File: config.mk
export PLATFORM = sky130hd
export DESIGN_NAME = mul_8bit_seq_flat
export DESIGN_NICKNAME = d
export VERILOG_FILES = /design/src/rtl/mul_8bit_seq_pkg.sv /design/src/rtl/mul_8bit_seq_if.sv /design/src/rtl/mul_8bit_seq_add.sv /design/src/rtl/mul_8bit_seq.sv /design/src/flat_wrapper.sv
export SDC_FILE = /design/constraint.sdc
export NUM_CORES = 1
export LEC_CHECK = 0
export CORE_MARGIN = 3
export CORE_UTILIZATION = 55
export DETAILED_ROUTE_END_ITERATION = 7
export PLACE_DENSITY = 0.83
export SETUP_SLACK_MARGIN = 0.02
export SLEW_MARGIN = 20
export SYNTH_ARGS = -nofsm -noshare
export SYNTH_HDL_FRONTEND = slang
export SYNTH_SLANG_ARGS = --single-unit
File: constraint.sdc
create_clock -name clk -period 10.8 [get_ports clk]
set_clock_uncertainty 0.15 [all_clocks]
set_input_delay 1.08 -clock clk [delete_from_list [all_inputs] [get_ports clk]]
set_output_delay 1.08 -clock clk [all_outputs]
set_load 0.02 [all_outputs]
File: src/rtl/mul_8bit_seq_pkg.sv
// Shared constants and state encoding for the sequential shift-and-add multiplier.
package mul_8bit_seq_pkg;

  localparam int WIDTH  = 8;
  localparam int CNT_W  = 3;
  localparam int PROD_W = 2 * WIDTH;

  typedef enum logic [1:0] {
    ST_IDLE = 2'd0,
    ST_CALC = 2'd1,
    ST_DONE = 2'd2
  } state_e;

endpackage

File: src/rtl/mul_8bit_seq_if.sv
// Start/busy/done request bus between a client and the multiplier.
interface mul_8bit_seq_if;

  logic        start;
  logic [7:0]  a;
  logic [7:0]  b;
  logic        busy;
  logic        done;
  logic [15:0] product;

  modport master (
    output start, a, b,
    input  busy, done, product
  );

  modport slave (
    input  start, a, b,
    output busy, done, product
  );

endinterface

File: src/rtl/mul_8bit_seq_add.sv
// 8-bit ripple-carry adder; the multiplier uses one instance for its partial-product add.
module add_8bit (
  input  logic [7:0] a,
  input  logic [7:0] b,
  input  logic       c_in,
  output logic [7:0] s,
  output logic       c_out
);

  logic [8:0] carry;

  assign carry[0] = c_in;

  for (genvar gi = 0; gi < 8; gi++) begin : g_fa
    assign s[gi]       = a[gi] ^ b[gi] ^ carry[gi];
    assign carry[gi+1] = (a[gi] & b[gi]) | (carry[gi] & (a[gi] ^ b[gi]));
  end

  assign c_out = carry[8];

endmodule

File: src/rtl/mul_8bit_seq.sv
// Sequential 8x8 -> 16-bit unsigned multiplier: one shift-and-add step per cycle,
// eight steps per product, with a start/busy/done handshake.
module mul_8bit_seq
  import mul_8bit_seq_pkg::*;
#(
  parameter int WIDTH = mul_8bit_seq_pkg::WIDTH,
  parameter int CNT_W = mul_8bit_seq_pkg::CNT_W
) (
  input  logic           clk,
  input  logic           rst_n,
  mul_8bit_seq_if.slave  mul_if
);

  if (WIDTH != 8) begin : g_width_check
    $error("mul_8bit_seq: only WIDTH=8 is supported");
  end

  state_e             state_q, state_d;
  logic [7:0]         mcand_q, mcand_d;
  logic [7:0]         acc_hi_q, acc_hi_d;
  logic [7:0]         acc_lo_q, acc_lo_d;
  logic [CNT_W-1:0]   cnt_q, cnt_d;
  logic [15:0]        product_q, product_d;

  logic [7:0]         add_b;
  logic [7:0]         add_s;
  logic               add_c;
  logic [15:0]        shifted;

  assign add_b = acc_lo_q[0] ? mcand_q : 8'h00;

  add_8bit u_add (
    .a     (acc_hi_q),
    .b     (add_b),
    .c_in  (1'b0),
    .s     (add_s),
    .c_out (add_c)
  );

  // The adder carry becomes the new top bit, so 0xFF*0xFF never loses it.
  assign shifted = {add_c, add_s, acc_lo_q[7:1]};

  always_ff @(posedge clk or negedge rst_n) begin
    if (!rst_n) begin
      state_q   <= ST_IDLE;
      mcand_q   <= '0;
      acc_hi_q  <= '0;
      acc_lo_q  <= '0;
      cnt_q     <= '0;
      product_q <= '0;
    end else begin
      state_q   <= state_d;
      mcand_q   <= mcand_d;
      acc_hi_q  <= acc_hi_d;
      acc_lo_q  <= acc_lo_d;
      cnt_q     <= cnt_d;
      product_q <= product_d;
    end
  end

  always_comb begin
    state_d   = state_q;
    mcand_d   = mcand_q;
    acc_hi_d  = acc_hi_q;
    acc_lo_d  = acc_lo_q;
    cnt_d     = cnt_q;
    product_d = product_q;

    case (state_q)
      ST_IDLE: begin
        if (mul_if.start) begin
          mcand_d  = mul_if.a;
          acc_hi_d = '0;
          acc_lo_d = mul_if.b;
          cnt_d    = '0;
          state_d  = ST_CALC;
        end
      end
      ST_CALC: begin
        {acc_hi_d, acc_lo_d} = shifted;
        if (cnt_q == {CNT_W{1'b1}}) begin
          // Product is published together with the done pulse.
          product_d = shifted;
          state_d   = ST_DONE;
        end else begin
          cnt_d = cnt_q + 1'b1;
        end
      end
      ST_DONE: begin
        state_d = ST_IDLE;
      end
      default: begin
        state_d = ST_IDLE;
      end
    endcase
  end

  assign mul_if.busy    = (state_q == ST_CALC);
  assign mul_if.done    = (state_q == ST_DONE);
  assign mul_if.product = product_q;

endmodule
File: src/flat_wrapper.sv
// flat-port wrapper written by rule: the top's interface ports become plain ports
module mul_8bit_seq_flat import mul_8bit_seq_pkg::*;
#(
  parameter int WIDTH = mul_8bit_seq_pkg::WIDTH,
  parameter int CNT_W = mul_8bit_seq_pkg::CNT_W
)
  (clk, rst_n, mul_if_start, mul_if_a, mul_if_b, mul_if_busy, mul_if_done, mul_if_product);
  mul_8bit_seq_if mul_if_i ();
  input  logic clk;
  input  logic rst_n;
  input wire logic [$bits(mul_if_i.start)-1:0] mul_if_start;
  input wire logic [$bits(mul_if_i.a)-1:0] mul_if_a;
  input wire logic [$bits(mul_if_i.b)-1:0] mul_if_b;
  output wire logic [$bits(mul_if_i.busy)-1:0] mul_if_busy;
  output wire logic [$bits(mul_if_i.done)-1:0] mul_if_done;
  output wire logic [$bits(mul_if_i.product)-1:0] mul_if_product;
  assign mul_if_i.start = mul_if_start;
  assign mul_if_i.a = mul_if_a;
  assign mul_if_i.b = mul_if_b;
  assign mul_if_busy = mul_if_i.busy;
  assign mul_if_done = mul_if_i.done;
  assign mul_if_product = mul_if_i.product;
  mul_8bit_seq #(.WIDTH(WIDTH), .CNT_W(CNT_W)) u_core (.clk(clk), .rst_n(rst_n), .mul_if(mul_if_i));
endmodule
==> metrics.md, run 1 <==
| Metric | Value |
|---|---|
| Initial Utilization | `59.0%` |
| Io pins | `37` |
| Post-DR wirelength/cell | `16.2 µm` |
| Vias in the first global route | `1,509` |
| Internal | `0.000485 W` |
| Setup bufs post-CTS | `0` |
| Synth unique cells | `29` |
| Post-CTS Hold Fix Bufs | `0` |
| Final #Nets | `230` |
| Worst r2r src | `u_core.acc_lo_q[0]$_DFFE_PN0P_` |
| RD Place Congestion | `0.749` |
| Via count | `1,392` |
| Row count | `21` |
| Final hold vios | `0` |
| Ant. Diodes | `0` |
| Gate Count Post-Synth | `167` |
| Yosys reg bits | `45` |
| Cts repair resizes | `0` |
| Largest net degree at the start of global routing | `46` |
| Hold EP | `u_core.mul_if.product[8]$_DFFE_PN0P_` |
| Cell area after layout | `2480 µm²` |
| Vias/cell | `5.61` |
| Global-route wire length before repair | `7.04 mm` |
| Reg clk slew, reported paths | `0.08 ns` |
| # setup viols final | `0` |
| Sinks on Clock Net | `45` |
| Synth Cell Area | `2030 µm²` |
| DRC viols | `0` |
| Die Footprint | `4460 µm²` |
| Startpoint types | `register` |
| Fin. max-slew vios | `0` |
| Switching power | `0.000299 W` |
| H-tree depth | `2` |
| Initial antenna violation count | `0` |
| Reg2Reg Depth | `11` |
| Worst reg2reg path endpoint | `u_core.acc_hi_q[6]$_DFFE_PN0P_` |
| Pwr Density | `316 nW/µm²` |
| FF-to-FF setup slack | `6.64 ns` |
| Clock power share | `12.5%` |
| Layout cells sized above 1 | `12.9%` |
| Num CTS Buffers | `5` |
| CTS tree | `done` |
| Hold crit path type | `reg -> reg` |
| Port Buffers | `36` |
| GR Overflow Total | `0` |
| Final min period | `4.16 ns` |
| RSZ-0062 raised after global routing | `no` |
| Routed Antenna Nets | `0` |
| Horiz. Die Dim | `66.8 µm` |
| Final worst path period share | `38.5%` |
| Seq pwr share | `39.4%` |
| Max-slew headroom | `36.7%` |
| WHS Path Cells | `2` |
| Layout fillers | `247` |
| Crit path capture type | `register` |
| Seq/Total Area, Yosys | `55.4%` |
| Detailed-placement wirelength estimate | `3.02 mm` |
| Status | `completed` |
| Routed WL | `4.02 mm` |
| Maximum VDD drop | `0.000141 V` |
| Max clock buf depth | `2` |
| Pleak | `1.08 nW` |
| HP Start | `u_core.mul_if.product[8]$_DFFE_PN0P_` |
| Worst Tran Pin Value | `0.949 ns` |
| Number of max-cap violations | `0` |
| Die height | `66.8 µm` |
| Comb power frac | `48.0%` |
| Fmax | `0.241 GHz` |
| Initial DRC count | `56` |
| Layout area overhead | `22.0%` |
| Worst Setup Path Type | `reg -> reg` |
| Average cell area after synthesis | `12.2 µm²` |
| Maximum fanout along the worst path | `9` |
| Drt pass-1 iters | `4` |
| Total Routing Usage GR | `21.7%` |
| Setup TNS | `0 ns` |
| Crit path DAT | `4.14 ns` |
| Mapped Nets | `196` |
| Post-DP Area | `2400 µm²` |
| Core ar. | `3440 µm²` |
| Clk_lat worst skew | `0.29 ns` |
| Req. time, crit path | `10.79 ns` |
| Clk root buf | `clkbuf_8` |
| Switching portion of total power | `38.1%` |
| Synth warn | `0` |
-- how the worst max path moves through the flow --
stage	start	to	slack (ns)	cells past startpoint
finish	u_core.acc_lo_q[0]$_DFFE_PN0P_	u_core.acc_hi_q[6]$_DFFE_PN0P_	6.64	11
global route	u_core.acc_lo_q[0]$_DFFE_PN0P_	u_core.mul_if.product[14]$_DFFE_PN0P_	6.46	11
CTS	u_core.acc_lo_q[0]$_DFFE_PN0P_	u_core.acc_hi_q[6]$_DFFE_PN0P_	6.66	11
detailed placement	u_core.acc_lo_q[0]$_DFFE_PN0P_	u_core.acc_hi_q[6]$_DFFE_PN0P_	6.68	11
global placement	u_core.acc_lo_q[0]$_DFFE_PN0P_	u_core.acc_hi_q[6]$_DFFE_PN0P_	6.83	11
floorplan	u_core.acc_lo_q[0]$_DFFE_PN0P_	u_core.acc_hi_q[6]$_DFFE_PN0P_	6.84	12
-- cells by family after synthesis --
logic type               after synthesis  share of synthesized area, %
AO/OA/AOI/OAI                         38                          13.1
adder cells (fa/ha/maj)               10                          8.74
buffers and inverters                 22                          4.80
flip-flops                            45                          55.4
multiplexers                          14                          7.76
AND/OR/NAND/NOR                       38                          10.2
-- layout make-up --
cell class / count / area (µm²) / share of cell area, %
clock buffer: 6 / 72.6 / 2.93
clock inverter: 2 / 10.0 / 0.404
inverter: 13 / 48.8 / 1.97
multi-input combinational: 100 / 808 / 32.6
sequential: 45 / 1130 / 45.4
tap: 46 / 57.6 / 2.32
timing repair buffer: 36 / 355 / 14.3
-- sequential cells by signal (all words and copies together) (netlist names) --
signal	flops
u_core.acc_hi_q	8
u_core.acc_lo_q	8
u_core.state_q	2
u_core.mul_if.product	16
u_core.mcand_q	8
u_core.cnt_q	3
-- critical path, cell delays in order, from the launching register on --
cell and delay (ns):
dfrtp_1 0.47, and2_1 0.19, ha_1 0.14, inv_1 0.04
fa_1 0.39, fa_1 0.40, fa_1 0.41, fa_1 0.40
fa_1 0.40, fa_1 0.39, fa_1 0.52, o22ai_1 0.09
-- placed cells by master (no fill, tap or decap), drive strengths merged --
master / instances
nor3: 2
clkdlybuf4s50: 35
nand3b: 3
nor2: 4
inv: 13
a211oi: 2
o21ai: 13
nor3b: 3
dfrtp: 45
nand2: 20
a21oi: 1
fa: 7
a22o: 5
nand2b: 3
nor2b: 1
clkinv: 2
o22ai: 7
buf: 1
o21bai: 1
a221o: 1
mux2: 14
o22a: 3
clkbuf: 6
ha: 3
o221a: 2
or2b: 1
and2: 1
a2bb2oi: 3
-- power groups by stage --
stage               Combinational (W)  Sequential [W]  Clock [W]
floorplan                    0.000229        0.000324          0
finish                       0.000377        0.000309  0.0000982
CTS                          0.000381        0.000309  0.0000999
global placement             0.000353        0.000306          0
detailed placement           0.000379        0.000313          0
global route                 0.000418        0.000321   0.000109
-- per-stage QoR --
step | cells | setup slack (ns) | total power (W) | hold slack [ns] | util [%]
after floorplan | 167 | 6.84 | 0.000553 | 0.306 | -
after global placement | 240 | 6.83 | 0.000659 | 0.312 | 69.6
after detailed placement | 240 | 6.68 | 0.000692 | 0.320 | 69.6
after CTS | 248 | 6.66 | 0.000790 | 0.339 | 72.0
after global routing | 248 | 6.46 | 0.000848 | 0.383 | 72.0
final | 248 | 6.64 | 0.000784 | 0.330 | 72.0
-- synth_stat cells --
| cell | count | area [µm²] |
|---|---|---|
| nor3b_4 | 1 | 18.8 |
| o221a_2 | 2 | 22.5 |
| o21bai_1 | 1 | 7.51 |
| o21ai_0 | 13 | 65.1 |
| nor3_1 | 2 | 10.0 |
| a21oi_1 | 1 | 5.00 |
| inv_1 | 13 | 48.8 |
| nor3b_1 | 2 | 15.0 |
| a211oi_1 | 2 | 15.0 |
| o22a_1 | 3 | 26.3 |
| nand3b_4 | 1 | 20.0 |
| fa_1 | 7 | 140 |
| o22ai_1 | 7 | 43.8 |
| ha_1 | 3 | 37.5 |
| a221o_1 | 1 | 10.0 |
| a22o_1 | 5 | 43.8 |
| nor2_1 | 4 | 15.0 |
| clkbuf_1 | 2 | 7.51 |
| buf_6 | 1 | 11.3 |
| and2_1 | 1 | 6.26 |
| buf_2 | 6 | 30.0 |
| nor2b_1 | 1 | 6.26 |
| or2b_1 | 1 | 7.51 |
| mux2_2 | 14 | 158 |
| nand2b_1 | 3 | 18.8 |
| nand3b_1 | 2 | 15.0 |
| a2bb2oi_1 | 3 | 26.3 |
| nand2_1 | 20 | 75.1 |
| dfrtp_1 | 45 | 1130 |
-- layer usage --
| metal | share of wire, % | GRT usage (%) |
|---|---|---|
| met1 | 43 | 27.1 |
| met2 | 51 | 36.3 |
| met3 | 4.8 | 5.40 |
| met4 | 1.3 | 7.87 |
| met5 | 0 | 0 |
Power figures use the tool's default switching activity.
==> inputs of run 2 (changes only) <==
- CORE_UTILIZATION: 55 -> 51
- PLACE_DENSITY: 0.83 -> 0.78
- clock period: 10.8 -> 3.9 ns (I/O delays scaled with it)
==> metrics.md, run 2 (same netlist as run 1, synthesis figures left out) <==
| Metric | Value |
|---|---|
| Status | `completed` |
| Maximum fanout along the worst path | `2` |
| Detailed-placement wirelength estimate | `2.80 mm` |
| Num CTS Buffers | `5` |
| FF-to-FF setup slack | `0.21 ns` |
| Largest net degree at the start of global routing | `46` |
| GR Overflow Total | `0` |
| Row count | `22` |
| Clk root buf | `clkbuf_8` |
| RD Place Congestion | `0.778` |
| Req. time, crit path | `3.89 ns` |
| Sinks on Clock Net | `45` |
| Post-CTS Hold Fix Bufs | `0` |
| Ant. Diodes | `0` |
| Area of the multi-input gates | `821 µm²` |
| CTS tree | `done` |
| # setup viols final | `0` |
| Fin. max-slew vios | `0` |
| Hold crit path type | `in -> async` |
| Reg clk slew, reported paths | `0.08 ns` |
| Port Buffers | `36` |
| Setup bufs post-CTS | `0` |
| Horiz. Die Dim | `69.1 µm` |
| Layout area overhead | `24.0%` |
| DRC viols | `0` |
| Final min period | `3.69 ns` |
| Max-slew headroom | `35.4%` |
| Drt pass-1 iters | `5` |
| Total Routing Usage GR | `17.7%` |
| Die Footprint | `4780 µm²` |
| Crit path DAT | `3.68 ns` |
| Reg2Reg Depth | `11` |
| Fmax | `0.271 GHz` |
| Startpoint types | `register` |
| Clk_lat worst skew | `0.30 ns` |
| Layout fillers | `290` |
| Maximum VDD drop | `0.000374 V` |
| RSZ-0062 raised after global routing | `no` |
| Max reg flops | `16` |
| Max clock buf depth | `2` |
| Register Area | `1130 µm²` |
| Worst reg2reg path endpoint | `u_core.acc_hi_q[6]$_DFFE_PN0P_` |
| Post-DR wirelength/cell | `15.2 µm` |
| H-tree depth | `2` |
| Pleak | `1.09 nW` |
| Initial DRC count | `52` |
| Cells after DPL | `243` |
| Worst Setup Path Type | `reg -> reg` |
| Worst r2r src | `u_core.mcand_q[0]$_DFFE_PN0P_` |
| Die height | `69.1 µm` |
| Layout cells sized above 1 | `16.3%` |
| Final hold vios | `0` |
| Number of max-cap violations | `0` |
| Global-route wire length before repair | `6.83 mm` |
| Final #Nets | `231` |
| Commonest non-fill, non-tap cell in the layout | `dfrtp_1` |
| Initial antenna violation count | `0` |
| Post-route core utilization | `67.3%` |
| Commonest cells after routing, fill and taps aside | `45 x dfrtp_1, 35 x clkdlybuf4s50_1, 20 x nand2_1, 14 x mux2_2` |
| Routed Antenna Nets | `0` |
| Crit path capture type | `register` |
| Initial Utilization | `54.3%` |
| Final worst path period share | `94.7%` |
| Worst Tran Pin Value | `0.969 ns` |
| Io pins | `37` |
| Via count | `1,360` |
| Final Non-Filler Cells | `251` |
| Pwr Density | `879 nW/µm²` |
| Core ar. | `3740 µm²` |
| Routed WL | `3.80 mm` |
| Vias/cell | `5.42` |
| Vias in the first global route | `1,429` |
run 2: layer usage:
metal  vias up  part of all wire [%]  global-route usage [%]
li1        649                     -                       -
met1       664                    47                    25.0
met2        39                    47                    27.0
met3         8                   5.1                    4.66
met4         0                   1.6                    5.42
met5         -                     0                       0
run 2: power breakdown:
group,internal (W),switching [W],total (W)
registers,0.000699,0.000150,0.000848
logic,0.000536,0.000521,0.00106
clock network,0.000160,0.000151,0.000312
total,0.00139,0.000822,0.00222
run 2: critical path, stage by stage (launching register included):
cell     delay (ns)
dfrtp_1        0.35
and2_1         0.13
ha_1           0.14
inv_1          0.05
fa_2           0.34
fa_2           0.35
fa_2           0.34
fa_2           0.35
fa_2           0.36
fa_1           0.38
fa_1           0.50
o22ai_1        0.09
run 2: cell type report:
cell class | instances | area share, %
well taps | 48 | 2.38
flip-flops and latches | 45 | 44.7
clock inverters | 1 | 0.199
clock buffers | 7 | 3.82
repair buffers | 37 | 14.4
multi-input cells | 100 | 32.6
inverters | 13 | 1.94
run 2: how the worst max path moves through the flow:
stage | from | endpoint | slack, ns | cells past startpoint
after detailed placement | u_core.mcand_q[0]$_DFFE_PN0P_ | u_core.acc_hi_q[6]$_DFFE_PN0P_ | -0.02 | 11
after floorplan | u_core.acc_lo_q[0]$_DFFE_PN0P_ | u_core.acc_hi_q[6]$_DFFE_PN0P_ | 0.03 | 12
final | u_core.mcand_q[0]$_DFFE_PN0P_ | u_core.acc_hi_q[6]$_DFFE_PN0P_ | 0.21 | 11
after global placement | u_core.mcand_q[0]$_DFFE_PN0P_ | u_core.acc_hi_q[6]$_DFFE_PN0P_ | 0.1 | 11
after global routing | u_core.mcand_q[0]$_DFFE_PN0P_ | u_core.acc_hi_q[6]$_DFFE_PN0P_ | 0.07 | 11
after CTS | u_core.mcand_q[0]$_DFFE_PN0P_ | u_core.acc_hi_q[6]$_DFFE_PN0P_ | 0.05 | 11
run 2: timing repair:
item | CTS | global route
pin swaps | 0 | 0
gates cloned | 0 | 0
endpoints found under the setup margin | 2 | 2
resized for setup | 2 | 3
run 2: per-stage QoR:
step                      setup slack [ns]  hold WS (ns)  setup TNS, ns  power (W)  instance area, µm²
after global routing                0.0730         0.165              0    0.00240                2520
after global placement              0.0985         0.311              0    0.00183                2410
after floorplan                     0.0306       -0.0556              0    0.00153                2030
after CTS                           0.0534         0.119              0    0.00222                2510
after detailed placement           -0.0215         0.322        -0.0215    0.00190                2410
final                                0.207        0.0872              0    0.00222                2520
